## config.mk

```make
export PLATFORM = sky130hd
export DESIGN_NAME = result_reader
export DESIGN_NICKNAME = d
export VERILOG_FILES = /design/src/rtl/result_reader.sv
export SDC_FILE = /design/constraint.sdc
export NUM_CORES = 1
export LEC_CHECK = 0
export BUFFER_PORTS_ARGS = -buffer_cell sky130_fd_sc_hd__buf_2
export CAP_MARGIN = 10
export CORE_AREA = 2 2 79 81
export CTS_CLUSTER_DIAMETER = 100
export DETAILED_ROUTE_END_ITERATION = 6
export DIE_AREA = 0 0 81 83
export PLACE_DENSITY_LB_ADDON = 0.3
export SYNTH_ARGS = -nofsm -noshare
export SYNTH_HDL_FRONTEND = slang
export SYNTH_SLANG_ARGS = --single-unit
```

## constraint.sdc

```tcl
create_clock -name CLK -period 1.6 [get_ports CLK]
set_input_delay 0.08 -clock CLK [delete_from_list [all_inputs] [get_ports CLK]]
set_output_delay 0.08 -clock CLK [all_outputs]
set_load 0.05 [all_outputs]
```

## src/rtl/result_reader.sv

```systemverilog
// Snapshots NUM result registers on Start and streams them out one word at a
// time over a valid/ready handshake, pulsing Done after the last word is taken.
module result_reader #(
  parameter int WIDTH = 8,
  parameter int NUM   = 3
) (
  input  logic                   CLK,
  input  logic                   RESET,
  input  logic                   Start,
  input  logic [NUM*WIDTH-1:0]   Data_in,
  output logic [WIDTH-1:0]       Out_data,
  output logic [3:0]             Out_index,
  output logic                   Out_valid,
  input  logic                   Out_ready,
  output logic                   Busy,
  output logic                   Done
);

  typedef enum logic [1:0] {
    IDLE = 2'd0,
    SEND = 2'd1,
    DONE = 2'd2
  } state_e;

  localparam logic [3:0] LAST_IDX = 4'(NUM - 1);

  state_e                 state_q, state_d;
  logic [3:0]             index_q, index_d;
  logic [NUM*WIDTH-1:0]   shadow_q, shadow_d;
  logic [WIDTH-1:0]       out_data_q, out_data_d;
  logic [3:0]             out_index_q, out_index_d;
  logic                   out_valid_q, out_valid_d;
  logic                   busy_q, busy_d;
  logic                   done_q, done_d;
  logic [3:0]             index_inc_s;

  // Word mux over the shadow bank; only constant part-selects inside the loop
  function automatic logic [WIDTH-1:0] sel_word(input logic [NUM*WIDTH-1:0] bank,
                                                input logic [3:0]           idx);
    logic [WIDTH-1:0] word;
    word = {WIDTH{1'b0}};
    for (int i = 0; i < NUM; i++) begin
      word = (idx == 4'(i)) ? bank[i*WIDTH +: WIDTH] : word;
    end
    return word;
  endfunction

  assign index_inc_s = index_q + 4'd1;

  // Next-state and next-output decode; outputs are precomputed so they leave flops
  always_comb begin
    state_d     = state_q;
    index_d     = index_q;
    shadow_d    = shadow_q;
    out_data_d  = out_data_q;
    out_index_d = out_index_q;
    out_valid_d = out_valid_q;
    busy_d      = busy_q;
    done_d      = 1'b0;
    case (state_q)
      IDLE: begin
        if (Start) begin
          shadow_d    = Data_in;
          index_d     = 4'd0;
          state_d     = SEND;
          out_data_d  = Data_in[WIDTH-1:0];
          out_index_d = 4'd0;
          out_valid_d = 1'b1;
          busy_d      = 1'b1;
        end else begin
          out_data_d  = {WIDTH{1'b0}};
          out_index_d = 4'd0;
          out_valid_d = 1'b0;
          busy_d      = 1'b0;
        end
      end
      SEND: begin
        if (out_valid_q && Out_ready) begin
          if (index_q == LAST_IDX) begin
            state_d     = DONE;
            out_data_d  = {WIDTH{1'b0}};
            out_index_d = 4'd0;
            out_valid_d = 1'b0;
            done_d      = 1'b1;
          end else begin
            index_d     = index_inc_s;
            out_data_d  = sel_word(shadow_q, index_inc_s);
            out_index_d = index_inc_s;
          end
        end else begin
          state_d = SEND;
        end
      end
      DONE: begin
        state_d     = IDLE;
        out_data_d  = {WIDTH{1'b0}};
        out_index_d = 4'd0;
        out_valid_d = 1'b0;
        busy_d      = 1'b0;
      end
      default: begin
        state_d     = IDLE;
        index_d     = 4'd0;
        shadow_d    = {(NUM*WIDTH){1'b0}};
        out_data_d  = {WIDTH{1'b0}};
        out_index_d = 4'd0;
        out_valid_d = 1'b0;
        busy_d      = 1'b0;
      end
    endcase
  end

  // State, shadow bank and output registers; a reset discards any transfer in flight
  always_ff @(posedge CLK or negedge RESET) begin
    if (!RESET) begin
      state_q     <= IDLE;
      index_q     <= 4'd0;
      shadow_q    <= {(NUM*WIDTH){1'b0}};
      out_data_q  <= {WIDTH{1'b0}};
      out_index_q <= 4'd0;
      out_valid_q <= 1'b0;
      busy_q      <= 1'b0;
      done_q      <= 1'b0;
    end else begin
      state_q     <= state_d;
      index_q     <= index_d;
      shadow_q    <= shadow_d;
      out_data_q  <= out_data_d;
      out_index_q <= out_index_d;
      out_valid_q <= out_valid_d;
      busy_q      <= busy_d;
      done_q      <= done_d;
    end
  end

  assign Out_data  = out_data_q;
  assign Out_index = out_index_q;
  assign Out_valid = out_valid_q;
  assign Busy      = busy_q;
  assign Done      = done_q;

endmodule

```

==> flow_summary.yaml <==
worst_setup_path:
  critPathLaunchType: "flip-flop"
  crit_type: "flip-flop to flip-flop"
  endpoint: "Out_data[7]"
  r2r-end: "Out_data[7]"
  end_kind: "flip-flop"
  cp-startpoint: "index_q[1]"
  rr_startpoint: "index_q[1]"
  crit_fanout: 8
  crit_required_ns: 1.82
  r2r_slack_ns: -0.05
  r2r_cells: 6
  worstPathArrival_ns: 1.88
drt:
  drtAntennaViolNets: 0
  drt_pass1_iterations: 4
  vias: 2222
  first_iter_violations: 166
  avgViaCountPerCell: 5.329
  drc_errors: 0
  wirelength_mm: 6.464
  avgRoutedWirePerCell_um: 15.50
clocking:
  clk_pin_slew_ns: 0.09
  h-tree-depth: 2
  clkLatencyLatePin_ns: 0.30
  tritoncts: "built"
  numCtsBuffers: 5
  cts_buffer_depth: 2
  numClockSinks: 45
  clk_root_buffer_cell: "clkbuf_8"
grt:
  grt_pass1_vias: 2132
  grt_pass1_wl_mm: 10.09
  grt_use_total_pct: 19.23
  grt_use_met3_pct: 3.696
  grt.met1_usage_pct: 26.58
  grt-busiest-layer: "met2"
  antenna_found_initial: 0
  grt_remaining_overflow: 0
  grt_max_degree: 46
  grt_use_met2_pct: 30.05
logic_synthesis:
  synth.most_common_cell: "nand2_1"
  ys_warn_count: 0
  avgSynthCellArea_um2: 9.162
  netlist_area_um2: 2556
  ys.flop_type: "dfrtp_1"
  synth_cells: 279
  synth_seq_cells: 45
  yosys.area.top_type_share_pct: 44.05
  yosys-top-cells-count: "nand2_1, dfrtp_1, inv_1"
  synth_edf_count: 0
  yosysSeqAreaShare_pct: 44.05
  yosys-top-cells-area: "dfrtp_1, a22o_1, nand2_1"
  async_reset_ff_share_pct: 100.0
  yosysUniqueCellTypes: 40
  yosys.area.top_type: "dfrtp_1"
  syn-num-nets: 314
timing:
  skew_ns: 0.008547
  worstMarginPinSlew_ns: 0.5814
  fin_crit_sh_pct: 103.4
  layout_setup_ws_ns: -0.05441
  rsz0062_at_grt: "true"
  setup_viol: 7
  hold_violations: 0
  post-route-min-period_ns: 1.654
  slew_headroom_pct: 61.24
  drv_slew: 0
  clock.fmax_ghz: 0.6044
floorplan:
  die_area_um2: 6723
  dieHeight_um: 83
  core_area_um2: 5816
  ioPinCount: 43
  num_rows: 28
  die_w_um: 81
  start_util_pct: 43.95
status:
  status: "finished, violations left"
  violations: "setup timing"
finish:
  final_area_um2: 3274
  nets: 376
  drive_gt1_share_pct: 36.55
  diodes: 0
  syn2layout_area_growth_pct: 28.10
min_path:
  hold_class: "primary input to flip-flop"
power_and_ir_drop:
  ir_drop_uv: 964.4
  power.density_nw_per_um2: 1883
  p_leak_nw: 1.471
flow_run:
  cap_violations: 0
place:
  io_buffer_count: 42
  dp.final_hpwl_mm: 4.337
  dp_worst_setup_slack_ns: -0.09506
  routabilityCongestion: 0.8280
  dpl_cell_area_um2: 2970
==> final cells by class <==
class	instances	area (um2)
Timing Repair Buffer	74	484.2
Inverter	31	118.9
Clock inverter	3	17.52
Multi-Input combinational cell	184	1363
Clock buffer	5	68.82
Tap cell	75	93.84
Sequential cell	45	1129
Fill cell	548	2541
==> metal layers <==
layer / wire length, um / vias to the layer above
li1: - / 1089
met1: 2891 / 1064
met2: 3146 / 57
met3: 289 / 12
met4: 137 / 0
met5: 0 / -
==> worst max-delay path: stages, from the launching register on <==
cell,delay (ns)
dfrtp_2,0.46
ha_4,0.19
and4_4,0.16
and3_4,0.15
a31oi_4,0.27
o21ai_1,0.13
o221ai_1,0.21
==> sequential cells by signal, summed over array words and instances (netlist names) <==
signal and count:
index_q 4, Done 1, shadow_q 24, Out_data 8, Out_valid 1, Out_index 4, Busy 1, state_q 2
==> cells by family (layout without fill, tap and decap cells) <==
logic type / count (synthesis) / count (layout) / share of synthesized area [%]
DFF: 45 / 45 / 44.05
and+or+nand+nor: 71 / 71 / 14.00
adders and majority gates: 7 / 7 / 3.426
xor gates and xnor gates: 3 / 3 / 1.322
muxes: 2 / 2 / 1.321
AOI/OAI and AO/OA: 101 / 101 / 27.22
buffers and inverters: 50 / 113 / 8.664
==> report_power, final <==
part           internal (mW)  leakage, nW  switching (mW)
sequential              1.59        0.594           0.451
clock                  0.302       0.0439           0.401
combinational           1.46        0.832            1.95
total                   3.36         1.47            2.81
==> stage by stage <==
step                      std cells  total power [mW]  utilization [%]  hold WS, ns  setup TNS [ns]
after floorplan                 279             4.170                -      -0.2156               0
after global placement          403             4.953            51.08       0.2079         -0.2470
after detailed placement        403             5.015            51.08       0.2068         -0.7417
after CTS                       413             5.890            54.00      0.07701         -0.1745
after global routing            417             6.580            56.30      0.08326         -0.9768
final                           417             6.164            56.30      0.07950         -0.1382
==> worst min-delay path by stage <==
stage	startpoint	endpoint	slack, ns	cells after the start
2_1_floorplan	RESET	Busy	-0.22	0
3_3_place_gp	RESET	Out_index[2]	0.21	2
3_5_place_dp	RESET	index_q[2]	0.21	2
4_1_cts	Data_in[1]	Out_data[1]	0.08	3
5_1_grt	Data_in[4]	Out_data[4]	0.08	3
6_report	Data_in[1]	Out_data[1]	0.08	3
==> layout by cell type, fill, tap and decap left out, types with 3 or more instances in the layout <==
cell	n
nand2_1	48
dfrtp_1	43
buf_2	42
inv_1	28
a22o_1	28
buf_4	25
o21ai_1	19
o21ai_0	17
a21oi_1	14
a2bb2oi_2	8
o221ai_1	6
clkbuf_8	5
buf_6	5
nand3_1	4
ha_2	4
o21ai_2	3
==> what timing repair did <==
item,CTS,global route
hold endpoints to repair,45,0
buffers inserted,1,4
gates resized for setup,25,27
endpoints found under the setup margin,12,30
hold buffers,1,0
pin swaps,13,11
gates cloned,0,2
Note: power is estimated with default switching activity, not from simulation.
